File: config.mk
export PLATFORM = sky130hd
export DESIGN_NAME = mux_rr_sched
export DESIGN_NICKNAME = d
export VERILOG_FILES = /design/src/rtl/mux_sched_defs.sv /design/src/rtl/rr_pick4.sv /design/src/rtl/mux_rr_sched.sv
export SDC_FILE = /design/constraint.sdc
export NUM_CORES = 1
export LEC_CHECK = 0
export CAP_MARGIN = 10
export CELL_PAD_IN_SITES_DETAIL_PLACEMENT = 0
export CELL_PAD_IN_SITES_GLOBAL_PLACEMENT = 1
export CORE_ASPECT_RATIO = 0.9
export CORE_MARGIN = 2
export CORE_UTILIZATION = 30
export CTS_CLUSTER_SIZE = 30
export DETAILED_ROUTE_END_ITERATION = 8
export PLACE_DENSITY_LB_ADDON = 0.15
export REMOVE_ABC_BUFFERS = 1
export SETUP_SLACK_MARGIN = 0.15
export SYNTH_ARGS = -nofsm -noshare
export SYNTH_HDL_FRONTEND = slang
export SYNTH_SLANG_ARGS = --single-unit
File: constraint.sdc
create_clock -name sys_clk -period 6.15 [get_ports sys_clk]
set_clock_uncertainty 0.05 [all_clocks]
set_input_delay 1.845 -clock sys_clk [delete_from_list [all_inputs] [get_ports sys_clk]]
set_output_delay 1.845 -clock sys_clk [all_outputs]
set_load 0.02 [all_outputs]
File: src/rtl/mux_sched_defs.sv
// mux_sched_defs: definitions shared by the round-robin mux scheduler.
//   - sched_state_t : scheduler FSM state encoding
//   - NUM_SRC       : number of requesters (mux inputs a/b/c/d)
//   - SEL_W         : width of the mux select
//   - onehot()      : select index to one-hot owner vector
package mux_sched_defs;

    localparam int NUM_SRC = 4;
    localparam int SEL_W   = 2;

    typedef enum logic [1:0] {
        IDLE  = 2'd0,
        GRANT = 2'd1,
        GAP   = 2'd2
    } sched_state_t;

    function automatic logic [NUM_SRC-1:0] onehot(input logic [SEL_W-1:0] s);
        return 4'b0001 << s;
    endfunction

endpackage

File: src/rtl/rr_pick4.sv
// rr_pick4: combinational circular-priority search over four requests.
// Ports:
//   req   [3:0] in  : request vector
//   ptr   [1:0] in  : index searched first; search continues ptr+1, ptr+2, ptr+3 (mod 4)
//   found       out : any request set
//   idx   [1:0] out : first set request at or after ptr (ptr when none is set)
module rr_pick4
    import mux_sched_defs::*;
(
    input  logic [NUM_SRC-1:0] req,
    input  logic [SEL_W-1:0]   ptr,
    output logic               found,
    output logic [SEL_W-1:0]   idx
);

    // w_cand[k] is the index visited at search step k; w_hit[k] says it is requesting.
    logic [SEL_W-1:0]   w_cand [NUM_SRC];
    logic [NUM_SRC-1:0] w_hit;

    for (genvar gi = 0; gi < NUM_SRC; gi++) begin : g_step
        assign w_cand[gi] = ptr + SEL_W'(gi);
        assign w_hit[gi]  = req[w_cand[gi]];
    end

    assign found = |w_hit;

    always_comb begin
        idx = w_cand[0];
        if (w_hit[0])      idx = w_cand[0];
        else if (w_hit[1]) idx = w_cand[1];
        else if (w_hit[2]) idx = w_cand[2];
        else if (w_hit[3]) idx = w_cand[3];
    end

endmodule

File: src/rtl/mux_rr_sched.sv
// mux_rr_sched: round-robin owner scheduler for a shared 4:1 bit mux.
// Hands the mux to one requester at a time for up to QUANTUM cycles while
// others wait, and inserts GAP_CYCLES dead cycles between owners so that
// consumers never sample mout while sel is switching.
// Parameters:
//   QUANTUM    (2..255) : cycles an owner may keep the mux while others wait
//   GAP_CYCLES (0..15)  : dead cycles between owners, 0 = direct handover
// Ports:
//   sys_clk     in  : clock, all state on the rising edge
//   rst_n       in  : synchronous active-low reset
//   req   [3:0] in  : per-input request, bit0=a .. bit3=d
//   sel   [1:0] out : registered mux select
//   grant [3:0] out : registered one-hot owner, 0 when none
//   valid       out : mout currently carries the granted input
//   busy        out : scheduler in GRANT or GAP
module mux_rr_sched
    import mux_sched_defs::*;
#(
    parameter int QUANTUM    = 16,
    parameter int GAP_CYCLES = 1
) (
    input  logic               sys_clk,
    input  logic               rst_n,
    input  logic [NUM_SRC-1:0] req,
    output logic [SEL_W-1:0]   sel,
    output logic [NUM_SRC-1:0] grant,
    output logic               valid,
    output logic               busy
);

    localparam logic [7:0] Q_LAST = 8'(QUANTUM - 1);
    localparam logic [3:0] G_LAST = (GAP_CYCLES > 0) ? 4'(GAP_CYCLES - 1) : 4'd0;

    sched_state_t       r_state;
    logic [SEL_W-1:0]   r_sel;
    logic [NUM_SRC-1:0] r_grant;
    logic               r_valid;
    logic [SEL_W-1:0]   r_ptr;
    logic [7:0]         r_qcnt;
    logic [3:0]         r_gcnt;

    sched_state_t       w_state_next;
    logic [SEL_W-1:0]   w_sel_next;
    logic [NUM_SRC-1:0] w_grant_next;
    logic               w_valid_next;
    logic [SEL_W-1:0]   w_ptr_next;
    logic [7:0]         w_qcnt_next;
    logic [3:0]         w_gcnt_next;

    logic [SEL_W-1:0]   w_pick_ptr;
    logic               w_found;
    logic [SEL_W-1:0]   w_idx;
    logic [NUM_SRC-1:0] w_owner_oh;
    logic               w_others;
    logic               w_q_exp;
    logic               w_release;

    // In GRANT the only use of the picker is a zero-gap handover, which must
    // search from the pointer as it will be after release (owner + 1).
    // In IDLE and GAP the stored pointer is already the right start.
    assign w_pick_ptr = (r_state == GRANT) ? r_sel + 2'd1 : r_ptr;

    rr_pick4 u_pick (
        .req   (req),
        .ptr   (w_pick_ptr),
        .found (w_found),
        .idx   (w_idx)
    );

    assign w_owner_oh = onehot(r_sel);
    assign w_others   = |(req & ~w_owner_oh);
    assign w_q_exp    = (r_qcnt == Q_LAST);
    assign w_release  = ~(|(req & w_owner_oh)) | (w_q_exp & w_others);

    always_ff @(posedge sys_clk) begin
        if (!rst_n) begin
            r_state <= IDLE;
            r_sel   <= '0;
            r_grant <= '0;
            r_valid <= 1'b0;
            r_ptr   <= '0;
            r_qcnt  <= '0;
            r_gcnt  <= '0;
        end else begin
            r_state <= w_state_next;
            r_sel   <= w_sel_next;
            r_grant <= w_grant_next;
            r_valid <= w_valid_next;
            r_ptr   <= w_ptr_next;
            r_qcnt  <= w_qcnt_next;
            r_gcnt  <= w_gcnt_next;
        end
    end

    always_comb begin
        w_state_next = r_state;
        w_sel_next   = r_sel;
        w_grant_next = r_grant;
        w_valid_next = r_valid;
        w_ptr_next   = r_ptr;
        w_qcnt_next  = r_qcnt;
        w_gcnt_next  = r_gcnt;

        unique case (r_state)
            IDLE: begin
                if (w_found) begin
                    w_state_next = GRANT;
                    w_sel_next   = w_idx;
                    w_grant_next = onehot(w_idx);
                    w_valid_next = 1'b1;
                    w_qcnt_next  = '0;
                end
            end

            GRANT: begin
                if (w_release) begin
                    w_grant_next = '0;
                    w_valid_next = 1'b0;
                    w_ptr_next   = r_sel + 2'd1;
                    if (GAP_CYCLES > 0) begin
                        // sel stays on the old owner through the gap
                        w_state_next = GAP;
                        w_gcnt_next  = '0;
                    end else if (w_found) begin
                        w_state_next = GRANT;
                        w_sel_next   = w_idx;
                        w_grant_next = onehot(w_idx);
                        w_valid_next = 1'b1;
                        w_qcnt_next  = '0;
                    end else begin
                        w_state_next = IDLE;
                    end
                end else if (w_q_exp) begin
                    // quantum used up but nobody else waiting: start a fresh quantum
                    w_qcnt_next = '0;
                end else begin
                    w_qcnt_next = r_qcnt + 8'd1;
                end
            end

            GAP: begin
                if (r_gcnt == G_LAST) begin
                    if (w_found) begin
                        w_state_next = GRANT;
                        w_sel_next   = w_idx;
                        w_grant_next = onehot(w_idx);
                        w_valid_next = 1'b1;
                        w_qcnt_next  = '0;
                    end else begin
                        w_state_next = IDLE;
                    end
                end else begin
                    w_gcnt_next = r_gcnt + 4'd1;
                end
            end

            default: begin
                w_state_next = IDLE;
                w_grant_next = '0;
                w_valid_next = 1'b0;
            end
        endcase
    end

    assign sel   = r_sel;
    assign grant = r_grant;
    assign valid = r_valid;
    assign busy  = (r_state != IDLE);

endmodule
==> results of run 1 <==
==> layer usage <==
| layer | wire [µm] | vias to the layer above | track usage |
|---|---|---|---|
| met1 | 1700 | 575 | 0.204 |
| met3 | 107 | 2 | 0.0209 |
| met5 | 0 | - | 0 |
| met2 | 1440 | 23 | 0.230 |
| li1 | - | 616 | - |
| met4 | 20 | 0 | 0.0424 |
==> cells by family after synthesis <==
logic type,Yosys count
mux,2
simple gates,73
xor+xnor,3
fa+ha+maj,7
flops,23
buf+inv,14
compound gates,42
==> area by class of cell <==
| class | count | area [µm²] | area share |
|---|---|---|---|
| inverter | 9 | 33.8 | 0.0215 |
| tap | 62 | 77.6 | 0.0495 |
| multi-input combinational | 127 | 820 | 0.523 |
| clock inverter | 1 | 5.00 | 0.00319 |
| timing repair buffer | 13 | 130 | 0.0830 |
| clock buffer | 3 | 41.3 | 0.0263 |
| sequential | 23 | 460 | 0.294 |
==> final timing paths <==
check	to	cells after the start	startpoint
worst min register to register	grant[1]$_SDFFE_PN0P_	2	grant[1]$_SDFFE_PN0P_
worst max register to register	grant[3]$_SDFFE_PN0P_	6	r_state[0]$_SDFFE_PN0P_
worst max-delay path	r_qcnt[2]$_SDFFE_PN0P_	6	req[2]
worst min-delay path	grant[1]$_SDFFE_PN0P_	2	grant[1]$_SDFFE_PN0P_
==> stage by stage <==
| step | setup slack, ns | instances | total power, mW | hold WS [ns] | utilization |
|---|---|---|---|---|---|
| 2_1_floorplan | 3.09 | 159 | 0.234 | 0.396 | - |
| 4_1_cts | 2.58 | 238 | 0.365 | 0.424 | 0.358 |
| 5_1_grt | 2.37 | 238 | 0.383 | 0.451 | 0.358 |
| 3_3_place_gp | 2.33 | 234 | 0.269 | 0.401 | 0.348 |
| 3_5_place_dp | 2.30 | 234 | 0.270 | 0.406 | 0.348 |
| 6_report | 2.57 | 238 | 0.361 | 0.417 | 0.358 |
==> state kept, by name, summed over array words and instances (netlist names) <==
name	count
r_ptr	2
r_qcnt	8
grant	4
valid	1
r_state	2
sel	2
r_gcnt	4
==> cell usage after synthesis, types with 2 or more instances <==
| library cell | number |
|---|---|
| a21oi_1 | 12 |
| a221o_1 | 2 |
| a22oi_1 | 3 |
| and3_1 | 3 |
| clkbuf_2 | 2 |
| dfxtp_1 | 23 |
| ha_1 | 7 |
| inv_1 | 7 |
| nand2_1 | 17 |
| nand2b_1 | 4 |
| nand3_1 | 10 |
| nor2_1 | 19 |
| nor2b_1 | 3 |
| nor3_1 | 6 |
| nor4_1 | 2 |
| o21ai_0 | 4 |
| o21ai_1 | 2 |
| o22ai_1 | 2 |
| xor2_1 | 3 |
==> power by group <==
part | internal, mW | leakage, nW | total, mW | switching (mW)
sequential | 0.157 | 0.187 | 0.166 | 0.00891
combinational | 0.0411 | 0.363 | 0.100 | 0.0593
clock | 0.0452 | 0.0255 | 0.0945 | 0.0493
==> tightest hold or removal path, cell delays in order (launching register included) <==
cell,delay [ns]
dfxtp_1,0.32
nand2_1,0.05
a21oi_1,0.05
==> results.md, run 1 <==
- The run finished with clean final reports.
- Gates resized during post-CTS repair numbered 0.
- The number of global-route vias before repair is around 1,200.
- The area share of the largest cell type after synthesis is 0.343.
- For this block, the initial DRC count from the detailed router was 52.
- The buffer cell driving the clock tree root is clkbuf_8.
- Setup repair after global routing left no endpoint under its margin.
- The aggregate global-route resource usage is 0.145.
- The distinct cell type count of the synthesized netlist is 52.
- The largest incremental delay on the critical path is about 0.57 ns.
- Measured against its own limit, the worst slew margin works out to 0.556.
- The post-CTS repair timing setup buffer count is 0.
- The endpoint class of the critical path is a flop.
- The simple logic cell fraction of the synthesized area is 0.270.
- The die is around 75 µm wide.
- The tool flagged a number of max-cap violations equal to 0.
- Wires add up to about 3300 µm.
- Of the total synthesized cell area, the portion taken by full adders, half adders and majority gates is 0.0652.
- The total overflow left after global routing is 0.
- Routability-driven placement finished with a final weighted congestion of 0.786.
- The initialized floorplan defines 23 standard-cell rows.
- The maximum number of pins on one net before global-route repair is 18.
- The total of warnings raised by yosys is 0.
- The global-route wire length before repair is 5620 µm.
- The critical path is of the in -> reg type.
- The analysis attributes to cell leakage a power of 0.576 nW.
- The floorplan step defined a core boundary enclosing ~4400 µm².
- The cell type group with the largest total delay on the critical path is simple AND/OR/NAND/NOR gates.
- The slowest stage of the critical path is the nor4_1 cell.
- The TritonCTS clock tree is done.
- In this run the number of H-tree levels came out at 1.
- The fraction of the yosys area taken by sequential cells is 0.343.
- The routed length per instance is 13.7 µm.
- The number of nets in the finished design is 190.
- Traced cell by cell, the critical path runs through clkdlybuf4s50_1, nor4_1, a211oi_2, o21ai_0, xor2_1, nor3_1.
- The HPWL after detailed placement is 2410 µm.
- Setup violations remaining at the end of the flow were counted as 0.
- The signed area change from the synthesized netlist to the final layout is 16.7%.
- The required arrival time at the worst endpoint is around 6.2 ns.
- After synthesis, the largest family of logic cells by area is simple AND/OR/NAND/NOR gates.
- The top cell type by total area after synthesis is dfxtp_1.
- The post-detailed-route DRC marker count is 0.
- The final clock period utilization by the worst path is 0.582.
- Clock latency on the worst-skew pair, taken at its later pin, is 0.26 ns.
- The number of antenna violations at the first check in global routing is 0.
- The library cell used most frequently in the layout, excluding fill and tap cells, is dfxtp_1.
- In this run the worst hold path is classified as reg -> reg.
- Sorting the synthesized cells by area gives the leading types as dfxtp_1 34%, ha_1 6.5%, nor2_1 5.3%.
- Counting every sink on the clock net gives 23.
- The cell area reported after detailed placement is 1520 µm².
- The count of state elements after synthesis is 23.
- The xor/xnor cell area share of the yosys netlist is 0.0196.
- The number of buffers added on ports is 13.
- The proportion of layout cells with a drive suffix above 1 is 0.0852.
- Measured against the total synthesized area, the mux share comes to 0.0186.
- Leaving out fill and tap cells, the most frequent cells in the layout are 23 x dfxtp_1, 19 x nor2_1, 17 x nand2_1.
- Setup total negative slack on the finished layout was measured at 0 ns.
- After clock tree synthesis, the clock-pin slew on the worst setup and hold paths is 0.08 ns.
- The die area is 5030 µm².
- Of all nets on the critical path, the largest fanout is 10.
- The reg2reg setup slack is 3.80 ns.
- The hold violation total from the final report is 0.
- The arrival time reported for the critical path endpoint is 3.66 ns.
- Synthesis handed over a netlist of 164 instances.
- Counting the buffers created by CTS gives 3.
- The number of fill cells in the layout is approximately 470.
- The total inserted antenna cells is 0.
- The area fraction in compound gates after synthesis is 0.236.
- The routed layout has 1,216 vias.
- Averaged over all synthesized cells, the footprint is approximately 8.2 µm².
- Among all flip-flop cells after synthesis, the most frequent one is dfxtp_1.
- The mean number of vias per cell is slightly above 5.
- The quantity of hold-fixing buffers added after cts is 0.
- The routed design could run at a clock period as short as 3.58 ns.
- Together, buffers and inverters on the worst path number 1.
- The power per unit of standard cell area is 230 nW/µm².
- The clock passes through at most 2 buffers.
- After synthesis the cells add up to 1340 µm².
- Pin placement for this block handled 14 I/O pins.
- The total count of max-transition violations in the final report was 0.
- The starting density of the core is 0.307.
- The final cell area excluding filler cells is roughly 1600 µm².
- The worst-case IR drop observed on VDD is 0.0000944 V.
- The element type at the critical path start is an input port.
- The die extent in y is roughly 67 µm.
- Counting flops with a built-in enable in the synthesized netlist gives 0.
- Static timing analysis puts the maximum clock frequency at between 0.2 and 0.3 GHz.
- The detailed-router iteration count before antenna repair is 4.
- In this run the remaining antenna-violating nets after routing total 0.
- The pin slew with the least headroom to its limit is 0.665 ns.
- The proportion of synthesized flip-flops having asynchronous set or reset is 0.
Power figures use the tool's default switching activity.
==> run 2: changes to the inputs <==
Clock period 6.15 ns to 3.5 ns, I/O delays scaled along.
==> results.md, run 2 (synthesis results as in run 1) <==
- The register with the most flip-flops in the final layout is r_qcnt.
- The post-detailed-route DRC marker count is 0 (unchanged).
- The mean number of vias per cell is 5.06 (-0.91%).
- The slowest stage of the critical path is the clkdlybuf4s50_1 cell.
- The signed area change from the synthesized netlist to the final layout is 17.2%.
- The most critical setup path has its startpoint at req[2].
- The endpoint class of the critical path is a flop.
- The worst setup path is launched from an input port.
- The path class of the lowest-slack min-delay path is reg -> reg.
- The number of antenna violations at the first check in global routing came to 0 (unchanged).
- The weighted congestion at the end of routability-driven global placement came to 0.766 (-2.6%).
- The proportion of layout cells with a drive suffix above 1 was 0.0904 (+0.00517).
- The number of rows in the core area came to 23 (unchanged).
- The number of global-route vias before repair is 1,176 (-1.8%).
- The type of the setup path with the least slack is in -> reg.
- The length in cells of the worst reg-to-reg path is 6 (unchanged).
- The total inserted antenna cells is 0 (unchanged).
- The total vias in the final route came to 1,210 (-0.49%).
- The latest clock arrival within the worst-skew pair is 0.27 ns (about the same).
- The routed length per instance is 13.9 µm (+0.80%).
- The total count of max-transition violations in the final report is 0 (unchanged).
- The number of fill cells in the layout was 460 (-2.5%).
- The maximum resistive drop on vdd is 0.000185 V (+96%).
- The total clock sinks is 23 (unchanged).
- The top-level I/O count is 14 (unchanged).
- The worst-case headroom to the max-slew limit was 0.572 (+0.0161).
- The library cell used most frequently in the layout, excluding fill and tap cells, is dfxtp_1.
- The pin slew with the least headroom to its limit is 0.641 ns (-0.0241 ns).
- The critical path ends at r_qcnt[2]$_SDFFE_PN0P_.
- The total number of H-tree levels was 1 (unchanged).
- The TritonCTS buffer count is 3 (unchanged).
- The total instance count after detailed placement is 235 (+0.43%).
- The length of routed wiring on met1 is 1680 µm (-1.7%).
- The total congestion overflow came to 0 (unchanged).
- Setup repair after global routing left no endpoint under its margin.
- The quantity of hold-fixing buffers added after cts is 0 (unchanged).
- The core area was 4370 µm² (unchanged).
- The buffer cell driving the clock tree root is clkbuf_8.
- The maximum number of pins on one net before global-route repair was 18 (unchanged).
- TritonCTS built the clock tree.
- The setup slack after placement is 0.413 ns (-1.89 ns).
- The clock transition time at the flip-flop clock pins of the worst setup and hold paths is 0.09 ns (about the same).
- In this design, the largest share of critical-path delay is due to buffers and inverters.
- The highest routed metal layer is met4.
- The global-route wire length before repair is 5720 µm (+1.7%).
- The instance count on the critical path is 7 (+1).
- The destination of the worst register-to-register timing path is grant[2]$_SDFFE_PN0P_.
- The maximum count of clock buffers along a single path is 2 (unchanged).
- The number of buffers added on ports came to 13 (unchanged).
- The count of endpoints failing setup in the final report was 0 (unchanged).
- In the finished design, the share of the clock period the worst path needs comes to 0.809.
- The area of the multi-input gates came to 820 µm² (unchanged).
- The die width came to 74.5 µm (unchanged).
- The post-CTS repair timing setup buffer count is 0 (unchanged).
- The wire length reported by the detailed router came to 3310 µm (+1.2%).
- The area occupied by registers was 460 µm² (unchanged).
- The number of violations of the max-capacitance limit came to 0 (unchanged).
- The final worst setup slack is 0.667 ns (-1.90 ns).
- The maximum fanout along the worst path is 10 (unchanged).
- The detailed-router iteration count before antenna repair was 4 (unchanged).
- The residual antenna-violating net count after detailed routing is 0 (unchanged).
- Based on the critical path, the design can be clocked at up to about 0.35 GHz.
- The number of flip-flops in the largest register came to 8 (unchanged).
- The power per unit of standard cell area was 403 nW/µm² (+75%).
- The arrival time reported for the critical path endpoint is 2.98 ns (-0.68 ns).
- The sum of negative setup slack came to 0 ns (unchanged).
- The aggregate global-route resource usage came to 0.149 (+0.00358).
- The signal on the critical path passes through clkdlybuf4s50_1, nor4_1, buf_4, a211oi_2, o21ai_0, xor2_1, nor3_1.
- The leakage component of the power is 0.581 nW (+0.93%).
- The post-cts repair resize count is 0 (unchanged).
- The total half-perimeter wirelength after legalization and detailed placement is 2400 µm (-0.42%).
- The routed wire length on met3 is 151 µm (+41%).
- The number of buffer and inverter instances along the worst setup path came to 2 (+1).
- The flow ran to the end, and the final reports show no timing, DRC or antenna violations.
- The hold violation total from the final report is 0 (unchanged).
- The reg2reg setup slack is 1.19 ns (-2.61 ns).
- The required arrival time at the worst endpoint is 3.64 ns (-2.59 ns).
- The startpoint identified for the worst register-to-register timing path is r_state[0]$_SDFFE_PN0P_.
- Leaving out fill and tap cells, the most frequent cells in the layout are 23 x dfxtp_1, 19 x nor2_1, 17 x nand2_1.
- The filler-free cell count of the finished design is 239 (+0.42%).
- The number of nets in the finished design is 191 (+0.53%).
- The met2 wire length was 1440 µm (-0.14%).
- The violation count after the first detailed-route iteration is 91 (+75%).
- The die extent in y is 67.5 µm (unchanged).
- The die area was 5030 µm² (unchanged).
- The starting density of the core is 0.307 (unchanged).
- The smallest clock period supported by the final layout is computed as 2.83 ns.
- The largest incremental delay on the critical path is 0.63 ns (+0.06 ns).
[run 2: cell types whose count changed in the layout (fill, tap and decap cells not counted)]
cell,previous run,this run
buf_4,0,1
[run 2: worst reg2reg max path: stages (launching register included)]
cell and delay (ns):
dfxtp_1 0.51, nor2b_4 0.43, mux2_4 0.37, a221o_1 0.34, a21oi_4 0.25, inv_2 0.05
o32ai_2 0.23
[run 2: area by class of cell]
class                      count  area share
clock buffer                   3      0.0262
sequential                    23       0.292
timing repair buffer          14      0.0874
clock inverter                 1     0.00318
multi-input combinational    127       0.520
tap                           62      0.0492
inverter                       9      0.0214
[run 2: routing by layer]
metal | up-vias | global-route usage
met5 | - | 0
met4 | 0 | 0.0469
met3 | 5 | 0.0239
met2 | 29 | 0.232
met1 | 559 | 0.209
li1 | 617 | -
[run 2: how the worst min path moves through the flow]
stage	start	end	cells after the start	slack (ns)
detailed placement	grant[1]$_SDFFE_PN0P_	grant[1]$_SDFFE_PN0P_	2	0.40
CTS	grant[1]$_SDFFE_PN0P_	grant[1]$_SDFFE_PN0P_	2	0.42
global route	grant[1]$_SDFFE_PN0P_	grant[1]$_SDFFE_PN0P_	2	0.43
floorplan	r_ptr[1]$_SDFFE_PN0P_	r_ptr[1]$_SDFFE_PN0P_	2	0.40
global placement	grant[1]$_SDFFE_PN0P_	grant[1]$_SDFFE_PN0P_	2	0.40
finish	grant[1]$_SDFFE_PN0P_	grant[1]$_SDFFE_PN0P_	2	0.41
[run 2: power by group]
part	switching, mW	internal [mW]
logic	0.103	0.0725
clock network	0.0878	0.0796
registers	0.0156	0.276
[run 2: stage by stage]
stage | util | power [mW] | cell area, µm² | hold slack, ns
floorplan | - | 0.410 | 1310 | 0.396
global route | 0.360 | 0.676 | 1580 | 0.435
finish | 0.360 | 0.635 | 1580 | 0.413
CTS | 0.360 | 0.640 | 1580 | 0.419
global placement | 0.350 | 0.472 | 1530 | 0.401
detailed placement | 0.350 | 0.474 | 1530 | 0.403
==> run 3: changes to the inputs <==
Clock period 3.5 ns to 2.6 ns, I/O delays scaled along.
==> results.md, run 3 (synthesis results as in run 1) <==
- STA classifies the critical path endpoint as an output pin.
- The maximum number of pins on one net before global-route repair is 13 (-5).
- The violation count after the first detailed-route iteration is 91 (unchanged).
- The global-route wire length before repair is 5900 µm (+3.1%).
- The element type at the critical path start is a flop.
- The leakage component of the power is 0.642 nW (+11%).
- The die width was 74.5 µm (unchanged).
- The total inserted antenna cells is 0 (unchanged).
- The total clock sinks is 23 (unchanged).
- The min-delay analysis places its worst path in the category reg -> reg.
- The TritonCTS clock tree is done.
- The largest incremental delay on the critical path is 0.59 ns (-0.04 ns).
- The starting density of the core came to 0.307 (unchanged).
- The setup slack after placement is -0.0663 ns (-0.479 ns).
- The number of flip-flops in the largest register is 8 (unchanged).
- The post-route worst hold slack is 0.426 ns (+0.0139 ns).
- CTS placed an instance of clkbuf_8 at the clock tree root.
- The area growth from synthesis to layout is 25.3%.
- The required arrival time at the worst endpoint is 1.77 ns (-1.87 ns).
- The reg2reg setup slack was 0.40 ns (-0.79 ns).
- The top-level I/O count is 14 (unchanged).
- The final worst setup slack is 0.188 ns (-0.479 ns).
- The number of fill cells in the layout is 479 (+4.1%).
- The arrival time reported for the critical path endpoint is 1.58 ns (-1.40 ns).
- The area of the multi-input gates came to 831 µm² (+1.4%).
- The total number of H-tree levels is 1 (unchanged).
- The hold violation total from the final report was 0 (unchanged).
- The number of antenna violations at the first check in global routing came to 0 (unchanged).
- Among all stages on the critical path, the largest delay is contributed by clkdlybuf4s50_1.
- The residual antenna-violating net count after detailed routing is 0 (unchanged).
- The total congestion overflow was 0 (unchanged).
- The number of rows in the core area was 23 (unchanged).
- The post-CTS repair timing setup buffer count is 0 (unchanged).
- The area occupied by registers came to 462 µm² (+0.27%).
- The latest clock arrival within the worst-skew pair is 0.27 ns (about the same).
- The path with the worst hold slack has its endpoint at grant[1]$_SDFFE_PN0P_.
- The wire length reported by the detailed router is 3440 µm (+3.9%).
- Leaving out fill and tap cells, the most frequent cells in the layout are 22 x dfxtp_1, 19 x nor2_1, 17 x nand2_1.
- The die area is 5030 µm² (unchanged).
- The post-detailed-route DRC marker count is 0 (unchanged).
- The pin slew with the least headroom to its limit is 0.396 ns (-0.244 ns).
- The number of violations of the max-capacitance limit is 0 (unchanged).
- The number of nets in the finished design came to 204 (+6.8%).
- Dividing the final minimum period by the clock period gives 0.928.
- The maximum fanout along the worst path came to 9 (-1).
- The type of the setup path with the least slack is reg -> out.
- The weighted congestion at the end of routability-driven global placement is 0.829 (+8.3%).
- The destination of the worst register-to-register timing path is grant[2]$_SDFFE_PN0P_.
- The power per unit of standard cell area is 530 nW/µm² (+31%).
- The total instance count after detailed placement is 248 (+5.5%).
- In this design, the largest share of critical-path delay is due to buffers and inverters.
- The length in cells of the worst reg-to-reg path is 6 (unchanged).
- The maximum clock rate is 0.415 GHz.
- The die extent in y was 67.5 µm (unchanged).
- The maximum resistive drop on vdd is 0.000243 V (+32%).
- Setup repair after global routing could not meet its margin everywhere.
- The commonest non-fill, non-tap cell in the layout is dfxtp_1.
- The number of global-route vias before repair was 1,254 (+6.6%).
- The total count of max-transition violations in the final report is 0 (unchanged).
- The core area is 4370 µm² (unchanged).
- The number of buffers added on ports was 13 (unchanged).
- In this run the critical register-to-register path is launched from r_state[0]$_SDFFE_PN0P_.
- The TritonCTS buffer count came to 3 (unchanged).
- The total vias in the final route was 1,264 (+4.5%).
- The worst-case headroom to the max-slew limit was 0.734 (+0.161).
- The total half-perimeter wirelength after legalization and detailed placement is 2540 µm (+5.8%).
- The maximum count of clock buffers along a single path is 2 (unchanged).
- The mean number of vias per cell came to 5.02 (-0.93%).
- The number of buffer and inverter instances along the worst setup path is 1 (-1).
- The hold-critical path depth is 2 (unchanged).
- The clock transition time at the flip-flop clock pins of the worst setup and hold paths came to 0.09 ns (about the same).
- The smallest clock period supported by the final layout is computed as approximately 2.4 ns.
- Traced cell by cell, the critical path runs through or2_2, clkdlybuf4s50_1.
- The hold path startpoint is grant[1]$_SDFFE_PN0P_.
- The most flop-heavy register is r_qcnt.
- The filler-free cell count of the finished design is 252 (+5.4%).
- The proportion of layout cells with a drive suffix above 1 is 0.158 (+0.0675).
- The run finished with clean final reports.
- The power after layout is 892 µW (+41%).
- The count of endpoints failing setup in the final report came to 0 (unchanged).
- The aggregate global-route resource usage is 0.153 (+0.00422).
- The routed length per instance is 13.7 µm (-1.4%).
- The detailed-router iteration count before antenna repair was 5 (+1).
run 3: cell count changes in the layout (fill, tap and decap cells not counted):
| cell | change |
|---|---|
| buf_4 | +13 |
| clkbuf_1 | +1 |
| clkinv_2 | -1 |
| dfxtp_1 | -1 |
| dfxtp_2 | +1 |
| nor2_2 | -1 |
| nor2_4 | +1 |
| nor4_1 | -1 |
| nor4_2 | +1 |
| o21ai_0 | -1 |
| o21ai_1 | +1 |
run 3: through the flow:
| step | setup TNS, ns | cell area, µm² | utilization |
|---|---|---|---|
| finish | 0 | 1680 | 0.385 |
| CTS | 0 | 1670 | 0.382 |
| floorplan | 0 | 1310 | - |
| global placement | -0.470 | 1630 | 0.372 |
| detailed placement | -0.265 | 1630 | 0.372 |
| global route | 0 | 1680 | 0.385 |
run 3: where the power goes:
part	internal, mW	switching (mW)
clock	0.110	0.121
sequential	0.372	0.0226
combinational	0.121	0.147
total	0.602	0.290
run 3: how the worst max path moves through the flow:
| stage | startpoint | to | slack (ns) | cells after the start |
|---|---|---|---|---|
| 2_1_floorplan | sel[0]$_SDFFE_PN0P_ | grant[2]$_SDFFE_PN0P_ | 0.45 | 7 |
| 3_3_place_gp | req[2] | r_qcnt[2]$_SDFFE_PN0P_ | -0.15 | 8 |
| 3_5_place_dp | req[2] | r_qcnt[3]$_SDFFE_PN0P_ | -0.07 | 8 |
| 4_1_cts | r_state[0]$_SDFFE_PN0P_ | busy | 0.19 | 2 |
| 5_1_grt | req[2] | grant[3]$_SDFFE_PN0P_ | 0.14 | 8 |
| 6_report | r_state[0]$_SDFFE_PN0P_ | busy | 0.19 | 2 |
run 3: worst reg2reg max path: stages (launching register included):
cell and delay, ns:
dfxtp_1 0.55, nor2b_4 0.29, mux2_4 0.34, a221o_1 0.34
a21oi_4 0.24, inv_2 0.05, o32ai_2 0.25
run 3: area by class of cell:
type                    instances  area share
well taps                      62      0.0461
inverters                       9      0.0201
multi-input cells             127       0.493
flip-flops and latches         23       0.274
repair buffers                 27       0.140
clock buffers                   4      0.0267
run 3: routing by layer:
metal  vias to the layer above  wire length [µm]  global-route usage
met5                         -                 0                   0
met3                         4               115              0.0179
met1                       595              1840               0.224
met2                        23              1430               0.229
met4                         0                48              0.0558
li1                        642                 -                   -
run 3: timing repair:
| action | 4_1_cts | 5_1_grt |
|---|---|---|
| hold buffers | 0 | 0 |
| hold endpoints to repair | 0 | 0 |
| setup endpoints to repair | 0 | 8 |
| resized for setup | 0 | 4 |
